`src/rtl/mult4_ctrl_pkg.sv`:
```
// Shared types for the sequential 4x4 multiplier control unit: state encoding,
// decoded control word and the partial-product cycle count.
package mult4_ctrl_pkg;

  localparam int PP_CYCLES = 4;

  // Code 7 is deliberately left out; it is treated as IDLE everywhere.
  typedef enum logic [2:0] {
    ST_IDLE = 3'd0,
    ST_ARM  = 3'd1,
    ST_LOAD = 3'd2,
    ST_PP0  = 3'd3,
    ST_PP1  = 3'd4,
    ST_PP2  = 3'd5,
    ST_PP3  = 3'd6
  } state_e;

  typedef struct packed {
    logic ready;
    logic ld2;
    logic ld1;
    logic sig_rst;
    logic s2;
    logic s1;
    logic s0;
  } ctrl_t;

  function automatic logic is_pp(input state_e st);
    return (int'(st) >= int'(ST_PP0)) && (int'(st) < int'(ST_PP0) + PP_CYCLES);
  endfunction

endpackage

```
`src/rtl/mult4_ctrl_fsm_if.sv`:
```
// Start/ready handshake plus decoded datapath strobes between the requester,
// the control FSM and the multiplier datapath.
interface mult4_ctrl_fsm_if;
  logic       start;
  logic [2:0] ps;
  logic       s0;
  logic       s1;
  logic       s2;
  logic       sig_rst;
  logic       ld1;
  logic       ld2;
  logic       ready;

  modport master (output start, input ps, s0, s1, s2, sig_rst, ld1, ld2, ready);
  modport slave  (input start, output ps, s0, s1, s2, sig_rst, ld1, ld2, ready);
endinterface

```
`src/rtl/mult4_ctrl_decode.sv`:
```
// Moore output decoder: state -> PP mux selects, load/clear strobes and ready.
module mult4_ctrl_decode
  import mult4_ctrl_pkg::*;
(
  input  state_e state,
  output ctrl_t  ctrl
);

  logic [2:0] st_raw;
  logic [2:0] pp_idx;

  always_comb begin
    ctrl   = '0;
    st_raw = state;
    pp_idx = st_raw - 3'(ST_PP0);
    case (state)
      ST_ARM: ;
      ST_LOAD: begin
        ctrl.ld1     = 1'b1;
        ctrl.sig_rst = 1'b1;
      end
      ST_PP0, ST_PP1, ST_PP2, ST_PP3: begin
        // PP index walks {s1,s0} = 00,01,10,11; mixed halves are the cross terms.
        ctrl.ld2 = 1'b1;
        ctrl.s0  = pp_idx[0];
        ctrl.s1  = pp_idx[1];
        ctrl.s2  = pp_idx[0] ^ pp_idx[1];
      end
      default: ctrl.ready = 1'b1;
    endcase
  end

endmodule

```
`src/rtl/mult4_ctrl_fsm.sv`:
```
// Control FSM for the sequential 4x4 multiplier: IDLE->ARM->LOAD->PP0..PP3.
// Optional MULT4_CTRL_ABORT_EN: start seen during PP0..PP3 re-arms the unit.
module mult4_ctrl_fsm
  import mult4_ctrl_pkg::*;
(
  input  logic             clk,
  input  logic             clr,
  mult4_ctrl_fsm_if.slave  bus
);

  state_e state_q, state_d;
  ctrl_t  ctrl;

  always_ff @(posedge clk or negedge clr) begin
    if (!clr) state_q <= ST_IDLE;
    else      state_q <= state_d;
  end

  always_comb begin
    state_d = ST_IDLE;
    case (state_q)
      ST_IDLE: state_d = bus.start ? ST_ARM : ST_IDLE;
      // Launch only on the falling half of a start pulse; a held start stays armed.
      ST_ARM:  state_d = bus.start ? ST_ARM : ST_LOAD;
      ST_LOAD: state_d = ST_PP0;
      ST_PP0:  state_d = ST_PP1;
      ST_PP1:  state_d = ST_PP2;
      ST_PP2:  state_d = ST_PP3;
      ST_PP3:  state_d = ST_IDLE;
      default: state_d = ST_IDLE;
    endcase
`ifdef MULT4_CTRL_ABORT_EN
    if (is_pp(state_q) && bus.start) state_d = ST_ARM;
`endif
  end

  mult4_ctrl_decode u_decode (
    .state (state_q),
    .ctrl  (ctrl)
  );

  assign bus.ps      = state_q;
  assign bus.s0      = ctrl.s0;
  assign bus.s1      = ctrl.s1;
  assign bus.s2      = ctrl.s2;
  assign bus.sig_rst = ctrl.sig_rst;
  assign bus.ld1     = ctrl.ld1;
  assign bus.ld2     = ctrl.ld2;
  assign bus.ready   = ctrl.ready;

endmodule

```
`src/flat_wrapper.sv`:
```
// flat-port wrapper written by rule: the top's interface ports become plain ports
module mult4_ctrl_fsm_flat import mult4_ctrl_pkg::*;
  (clk, clr, bus_start, bus_ps, bus_s0, bus_s1, bus_s2, bus_sig_rst, bus_ld1, bus_ld2, bus_ready);
  mult4_ctrl_fsm_if bus_i ();
  input  logic clk;
  input  logic clr;
  input wire logic [$bits(bus_i.start)-1:0] bus_start;
  output wire logic [$bits(bus_i.ps)-1:0] bus_ps;
  output wire logic [$bits(bus_i.s0)-1:0] bus_s0;
  output wire logic [$bits(bus_i.s1)-1:0] bus_s1;
  output wire logic [$bits(bus_i.s2)-1:0] bus_s2;
  output wire logic [$bits(bus_i.sig_rst)-1:0] bus_sig_rst;
  output wire logic [$bits(bus_i.ld1)-1:0] bus_ld1;
  output wire logic [$bits(bus_i.ld2)-1:0] bus_ld2;
  output wire logic [$bits(bus_i.ready)-1:0] bus_ready;
  assign bus_i.start = bus_start;
  assign bus_ps = bus_i.ps;
  assign bus_s0 = bus_i.s0;
  assign bus_s1 = bus_i.s1;
  assign bus_s2 = bus_i.s2;
  assign bus_sig_rst = bus_i.sig_rst;
  assign bus_ld1 = bus_i.ld1;
  assign bus_ld2 = bus_i.ld2;
  assign bus_ready = bus_i.ready;
  mult4_ctrl_fsm u_core (.clk(clk), .clr(clr), .bus(bus_i));
endmodule
```
`config.mk`:
```
export PLATFORM = sky130hd
export DESIGN_NAME = mult4_ctrl_fsm_flat
export DESIGN_NICKNAME = d
export VERILOG_FILES = /design/src/rtl/mult4_ctrl_pkg.sv /design/src/rtl/mult4_ctrl_fsm_if.sv /design/src/rtl/mult4_ctrl_decode.sv /design/src/rtl/mult4_ctrl_fsm.sv /design/src/flat_wrapper.sv
export SDC_FILE = /design/constraint.sdc
export NUM_CORES = 1
export LEC_CHECK = 0
export ABC_AREA = 1
export BUFFER_PORTS_ARGS = -buffer_cell sky130_fd_sc_hd__buf_2
export CELL_PAD_IN_SITES_DETAIL_PLACEMENT = 1
export CELL_PAD_IN_SITES_GLOBAL_PLACEMENT = 1
export CORE_AREA = 2 2 39 41
export CTS_CLUSTER_SIZE = 25
export DETAILED_ROUTE_END_ITERATION = 6
export DIE_AREA = 0 0 41 43
export PLACE_DENSITY_LB_ADDON = 0.1
export SYNTH_ARGS = -nofsm -noshare
export SYNTH_HDL_FRONTEND = slang
export SYNTH_SLANG_ARGS = --single-unit
```
`constraint.sdc`:
```
create_clock -name clk -period 3 [get_ports clk]
set_clock_uncertainty 0.05 [all_clocks]
set_input_delay 0.3 -clock clk [delete_from_list [all_inputs] [get_ports clk]]
set_output_delay 0.3 -clock clk [all_outputs]
set_load 0.01 [all_outputs]
```
==> flow_summary.ini, run 1 <==
[clocking]
clkTransAtPathRegs_ns = 0.04
cts_hold_buf = 1
ctsHtreeMaxLevel = 1
clock_latency_ns = 0.24
cts_setup_buffers = 0
cts.sinks = 3
clockBufferDepth = 2
cts_repair_resize_count = 0
clock-root-buffer = clkbuf_4
cts_made_buffers = 3
tritoncts = done

[pwr]
power.switching_w = 0.000219
power.density_mw_per_mm2 = 1200
pwr-share-seq_pct = 21.1
power_frac_clock_pct = 16.4
power_w = 0.000442
internal-power_w = 0.000223
switching_share_pct = 49.6
max-vdd-ir-drop_mv = 0.331
comb_power_share_pct = 62.5
p_leak_nw = 0.237

[flow_run]
maxCapViolCount = 0

[worst_setup_path]
max_stage_delay_ns = 0.47
cp_cell_sequence = inv_1, ha_1, xor2_1, nor2_1, buf_2
r2r-start = u_core.bus.ps[0]$_DFF_PN0_
end_kind = primary output
arrival_ns = 1.59
required_ns = 2.65
cp-start-kind = flip-flop
critPathLaunch = u_core.bus.ps[0]$_DFF_PN0_
critPathKind = flip-flop to primary output
crit_family = flip-flops
critPathMaxFanout = 6
path_buf_inv = 2
critical-path-slowest-cell = dfrtp_1

[grt]
antenna_found_initial = 0
overflow = 0
grt_start_max_net_pins = 8
grtUsageTotal_pct = 10.4
grt_pass1_vias = 294
grt_pass1_wl_um = 1130

[die]
rows = 14
die_h_um = 43
initial_core_util_pct = 18.7
coreArea_mm2 = 0.00138
fp.dieArea_mm2 = 0.00176
die_w_um = 41
io_pins = 13

[routing]
drcViolationCount = 0
first_pass_iters = 1
wl_per_cell_um = 10.1
drt_iter0_drc = 0
drt-met1-wl_um = 244
routed-wl-met3_um = 52
drt-total-wl_um = 699
wl_met2_um = 361
postRouteAntennaNets = 0
highest_layer = met4
avgViaCountPerCell = 4.06
vias = 280

[layout]
final_area_um2 = 368
num_antenna_cells = 0
largest_reg_flops = 3
nFillCells = 182
drive_gt1_share_pct = 34.0
layout.cells.non_filler = 69
final_util_pct = 26.6
area_growth_syn_to_layout_pct = 42.0
nets = 61

[sta]
max_slew_margin_pct = 83.1
hold_viol_final = 0
setup_viol = 0
fin_crit_ns = 1.94
max_freq_mhz = 516
setup_tns_ns = 0
rsz0062_at_grt = no
finalCritPeriodShare_pct = 64.7
tightest_slew_ns = 0.253
slew_violations = 0

[placed_design]
place_area_um2 = 332
place_inst = 64
dp_hpwl_um = 582
gp_congestion = 0.628
io_buffers = 12

[yosys]
synth.distinct_cells = 12
syn_avg_cell_area_um2 = 7.00
syn_nets = 44
yosysWarnings = 0
synth_area_um2 = 259
syn_inst = 37
ys_seq_elements = 3
synth_seq_area_share_pct = 29.0

[hold_path]
hold_path_class = input port to async pin

[status]
status = completed
==> synth_stat cells <==
master   n  area share, %
buf_4    1            2.9
dfrtp_1  3             29
ha_1     4             19
inv_1    7             10
inv_2    1            1.4
nand2_1  7             10
nand2_2  1            2.4
nand3_1  2            3.9
nor2_1   5            7.2
nor2_2   1            2.4
o21ai_0  4            7.7
xor2_1   1            3.4
==> power by group through the flow <==
| stage | Combinational (W) | Sequential [W] | Clock, W |
|---|---|---|---|
| final | 0.000276 | 0.0000933 | 0.0000727 |
| after CTS | 0.000285 | 0.0000940 | 0.0000768 |
| after global placement | 0.000279 | 0.0000941 | 0 |
| after floorplan | 0.000179 | 0.0000925 | 0 |
| after detailed placement | 0.000283 | 0.0000945 | 0 |
| after global routing | 0.000322 | 0.0000975 | 0.0000814 |
==> stage by stage <==
stage | hold slack (ns) | setup slack (ns)
detailed placement | 0.0480 | 1.30
global route | 0.342 | 0.907
finish | 0.333 | 1.06
floorplan | -0.0456 | 1.43
CTS | 0.331 | 1.03
global placement | 0.0434 | 1.33
==> per-layer routing <==
| layer | vias to the layer above | GRT usage (%) |
|---|---|---|
| li1 | 141 | - |
| met1 | 124 | 8.25 |
| met2 | 11 | 16.6 |
| met3 | 4 | 2.09 |
| met4 | 0 | 14.0 |
| met5 | - | 0 |
==> cell type report <==
type	instances	area [um^2]	area share (%)
tap	16	20.0	5.44
sequential	3	75.1	20.4
multi-input combinational	25	146	39.8
clock buffer	4	26.3	7.14
inverter	8	30.0	8.16
timing repair buffer	13	70.1	19.0
==> worst paths after layout <==
| check | slack (ns) | end | cells past startpoint |
|---|---|---|---|
| setup / recovery | 1.06 | bus_s2 | 5 |
| hold / removal | 0.33 | u_core.bus.ps[2]$_DFF_PN0_ | 2 |
| setup reg to reg | 1.76 | u_core.bus.ps[0]$_DFF_PN0_ | 4 |
| hold reg to reg | 0.63 | u_core.bus.ps[2]$_DFF_PN0_ | 2 |
| max in group asynchronous | 2.46 | u_core.bus.ps[0]$_DFF_PN0_ | 2 |
| min in group clk | 0.35 | u_core.bus.ps[1]$_DFF_PN0_ | 4 |
==> cells by family (layout without fill, tap and decap cells) <==
family	Yosys count	in the layout	share of synthesized area (%)
compound gates	4	4	7.73
xor+xnor	1	1	3.38
fa+ha+maj	4	4	19.3
buf+inv	9	25	14.5
flops	3	3	29.0
simple gates	16	16	26.1
==> layout by cell type (no fill, tap or decap), types with 2 or more instances in the layout <==
cell type	n
buf_2	12
clkbuf_4	3
dfrtp_1	3
ha_1	4
inv_1	7
nand2_1	7
nand3_1	2
nor2_1	5
o21ai_0	4
==> worst register-to-register path: cells and delay by family, from the launching register on <==
kind	cells	cell delay, ns
buffers and inverters	1	0.12
AOI/OAI and AO/OA	1	0.16
adders and majority gates	1	0.22
DFF	1	0.47
and+or+nand+nor	1	0.08
Power figures use the tool's default switching activity.
==> inputs of run 2 (changes only) <==
--- a/config.mk
+++ b/config.mk
@@ -5,7 +5,7 @@
 export SDC_FILE = /design/constraint.sdc
 export NUM_CORES = 1
 export LEC_CHECK = 0
-export ABC_AREA = 1
+export ABC_AREA = 0
 export BUFFER_PORTS_ARGS = -buffer_cell sky130_fd_sc_hd__buf_2
 export CELL_PAD_IN_SITES_DETAIL_PLACEMENT = 1
 export CELL_PAD_IN_SITES_GLOBAL_PLACEMENT = 1
==> constraint.sdc (replaced) <==
create_clock -name clk -period 1.9 [get_ports clk]
set_clock_uncertainty 0.05 [all_clocks]
set_input_delay 0.19 -clock clk [delete_from_list [all_inputs] [get_ports clk]]
set_output_delay 0.19 -clock clk [all_outputs]
set_load 0.01 [all_outputs]
==> run 2 against run 1 <==
Global-route usage is 0.65 points lower. Die area did not move. First-iteration DRC count up 3. Clock-buffer cell count stayed put. Final area increased by 18%. Critical path depth unchanged. Sequential power increased by 74%. Setup slack worse by 0.96 ns.
==> flow_summary.ini, run 2 <==
[status]
status = completed

[placed_design]
io_buffers = 12
gp_congestion = 0.684
place_ws_ns = 0.198
dp_hpwl_um = 545
place_inst = 54

[die]
rows = 14
initial_core_util_pct = 20.2
die_h_um = 43
coreArea_mm2 = 0.00138
fp.dieArea_mm2 = 0.00176
die_w_um = 41
io_pins = 13

[yosys]
syn_nets = 34
synth_edf_count = 0
synthMostInstantiatedCell = ha_1
synthArstFlopShare_pct = 100
synth_area_um2 = 279
ys_seq_elements = 3
synth_top_area_share_pct = 26.9
syn_inst = 27
synth_area_leaders = dfrtp_1 27%, ha_1 18%, nor4b_4 8.5%
syn_avg_cell_area_um2 = 10.3
yosysWarnings = 0
synth.largest_area_cell = dfrtp_1
synth.distinct_cells = 16
synth_seq_area_share_pct = 26.9
synthFlopType = dfrtp_1
synth.top_cells.by_count = 4 x ha_1, 3 x dfrtp_1, 3 x nor2_1

[clocking]
clockBufferDepth = 2
clkTransAtPathRegs_ns = 0.04
clock_latency_ns = 0.23
cts_made_buffers = 3
cts.sinks = 3
clock-root-buffer = clkbuf_4
tritoncts = done
ctsHtreeMaxLevel = 1

[grt]
grt_pass1_wl_um = 1120
antenna_found_initial = 0
overflow = 0
grt_start_max_net_pins = 11
grt_pass1_vias = 266
grtUsageTotal_pct = 9.75

[pwr]
p_leak_nw = 0.223
power_w = 0.000904
max-vdd-ir-drop_mv = 0.592
power.density_mw_per_mm2 = 2090

[layout]
nets = 54
nFillCells = 167
layout.cells.non_filler = 62
drive_gt1_share_pct = 58.7
num_antenna_cells = 0
largest_reg_flops = 3
final_cell_mix = 12 x buf_2, 3 x clkbuf_4, 3 x buf_4
regArea_um2 = 77.6
multi_input_area_um2 = 209
area_growth_syn_to_layout_pct = 55.2
layout_commonest_cell = buf_2

[sta]
tightest_slew_ns = 0.285
max_slew_margin_pct = 80.9
slew_violations = 0
setup_tns_ns = 0
finalCritPeriodShare_pct = 94.9
hold_viol_final = 0
max_freq_mhz = 554
rsz0062_at_grt = no
setup_viol = 0
whs_ns = 0.162
fin_crit_ns = 1.80
setup_ws_ns = 0.0964

[worst_setup_path]
critPathKind = flip-flop to primary output
required_ns = 1.66
critPathMaxFanout = 5
cp-start-kind = flip-flop
end_kind = primary output
arrival_ns = 1.56

[flow_run]
maxCapViolCount = 0

[routing]
drcViolationCount = 0
wl_per_cell_um = 11.7
drt_iter0_drc = 3
vias = 268
avgViaCountPerCell = 4.32
drt-total-wl_um = 726
postRouteAntennaNets = 0
first_pass_iters = 4

[hold_path]
hold_path_class = input port to flip-flop
-- run 2: report_power, final --
group	switching (W)	internal (W)
registers	0.0000619	0.000100
logic	0.000308	0.000322
clock network	0.0000331	0.0000787
total	0.000403	0.000501
-- run 2: worst max-delay path, cell delays in order, from the launching register on --
cell	delay, ns
dfrtp_2	0.44
buf_4	0.14
ha_1	0.22
o21ba_1	0.20
a211oi_2	0.17
buf_2	0.15
-- run 2: area by class of cell --
type,instances,share of cell area [%]
multi-input cells,21,48.3
repair buffers,16,21.4
clock buffers,4,6.07
well taps,16,4.62
inverters,2,1.73
flip-flops and latches,3,17.9
-- run 2: logic make-up after synthesis --
| logic type | Yosys count | share of synthesized area (%) |
|---|---|---|
| xor gates and xnor gates | 1 | 3.14 |
| AOI/OAI and AO/OA | 5 | 17.9 |
| buffers and inverters | 3 | 5.38 |
| adders and majority gates | 4 | 17.9 |
| and+or+nand+nor | 11 | 28.7 |
| DFF | 3 | 26.9 |
-- run 2: metal layers --
metal / global-route usage, % / share of wire, %
met3: 3.14 / 4.7
met5: 0 / 0
met2: 13.4 / 57
met4: 8.00 / 0
met1: 11.6 / 38
-- run 2: what timing repair did --
action | CTS | global route
hold buffers | 1 | 0
resized for setup | 1 | 7
hold endpoints to repair | 3 | 0
setup endpoints to repair | 4 | 5
setup buffers | 0 | 3
pin swaps | 0 | 1
-- run 2: path summary, 6_finish.rpt --
kind | startpoint | endpoint | slack (ns) | cells after the start
min | bus_start | u_core.bus.ps[0]$_DFF_PN0_ | 0.16 | 2
max | u_core.bus.ps[0]$_DFF_PN0_ | bus_ready | 0.1 | 5
max in group asynchronous | clr | u_core.bus.ps[1]$_DFF_PN0_ | 1.45 | 2
min reg2reg | u_core.bus.ps[2]$_DFF_PN0_ | u_core.bus.ps[0]$_DFF_PN0_ | 0.67 | 1
min in group asynchronous | clr | u_core.bus.ps[0]$_DFF_PN0_ | 0.23 | 2
max reg2reg | u_core.bus.ps[0]$_DFF_PN0_ | u_core.bus.ps[2]$_DFF_PN0_ | 0.63 | 4
-- run 2: through the flow --
stage | cell area (um^2) | util (%)
2_1_floorplan | 279 | -
3_3_place_gp | 352 | 25.4
3_5_place_dp | 352 | 25.4
4_1_cts | 389 | 28.1
5_1_grt | 433 | 31.3
6_report | 433 | 31.3
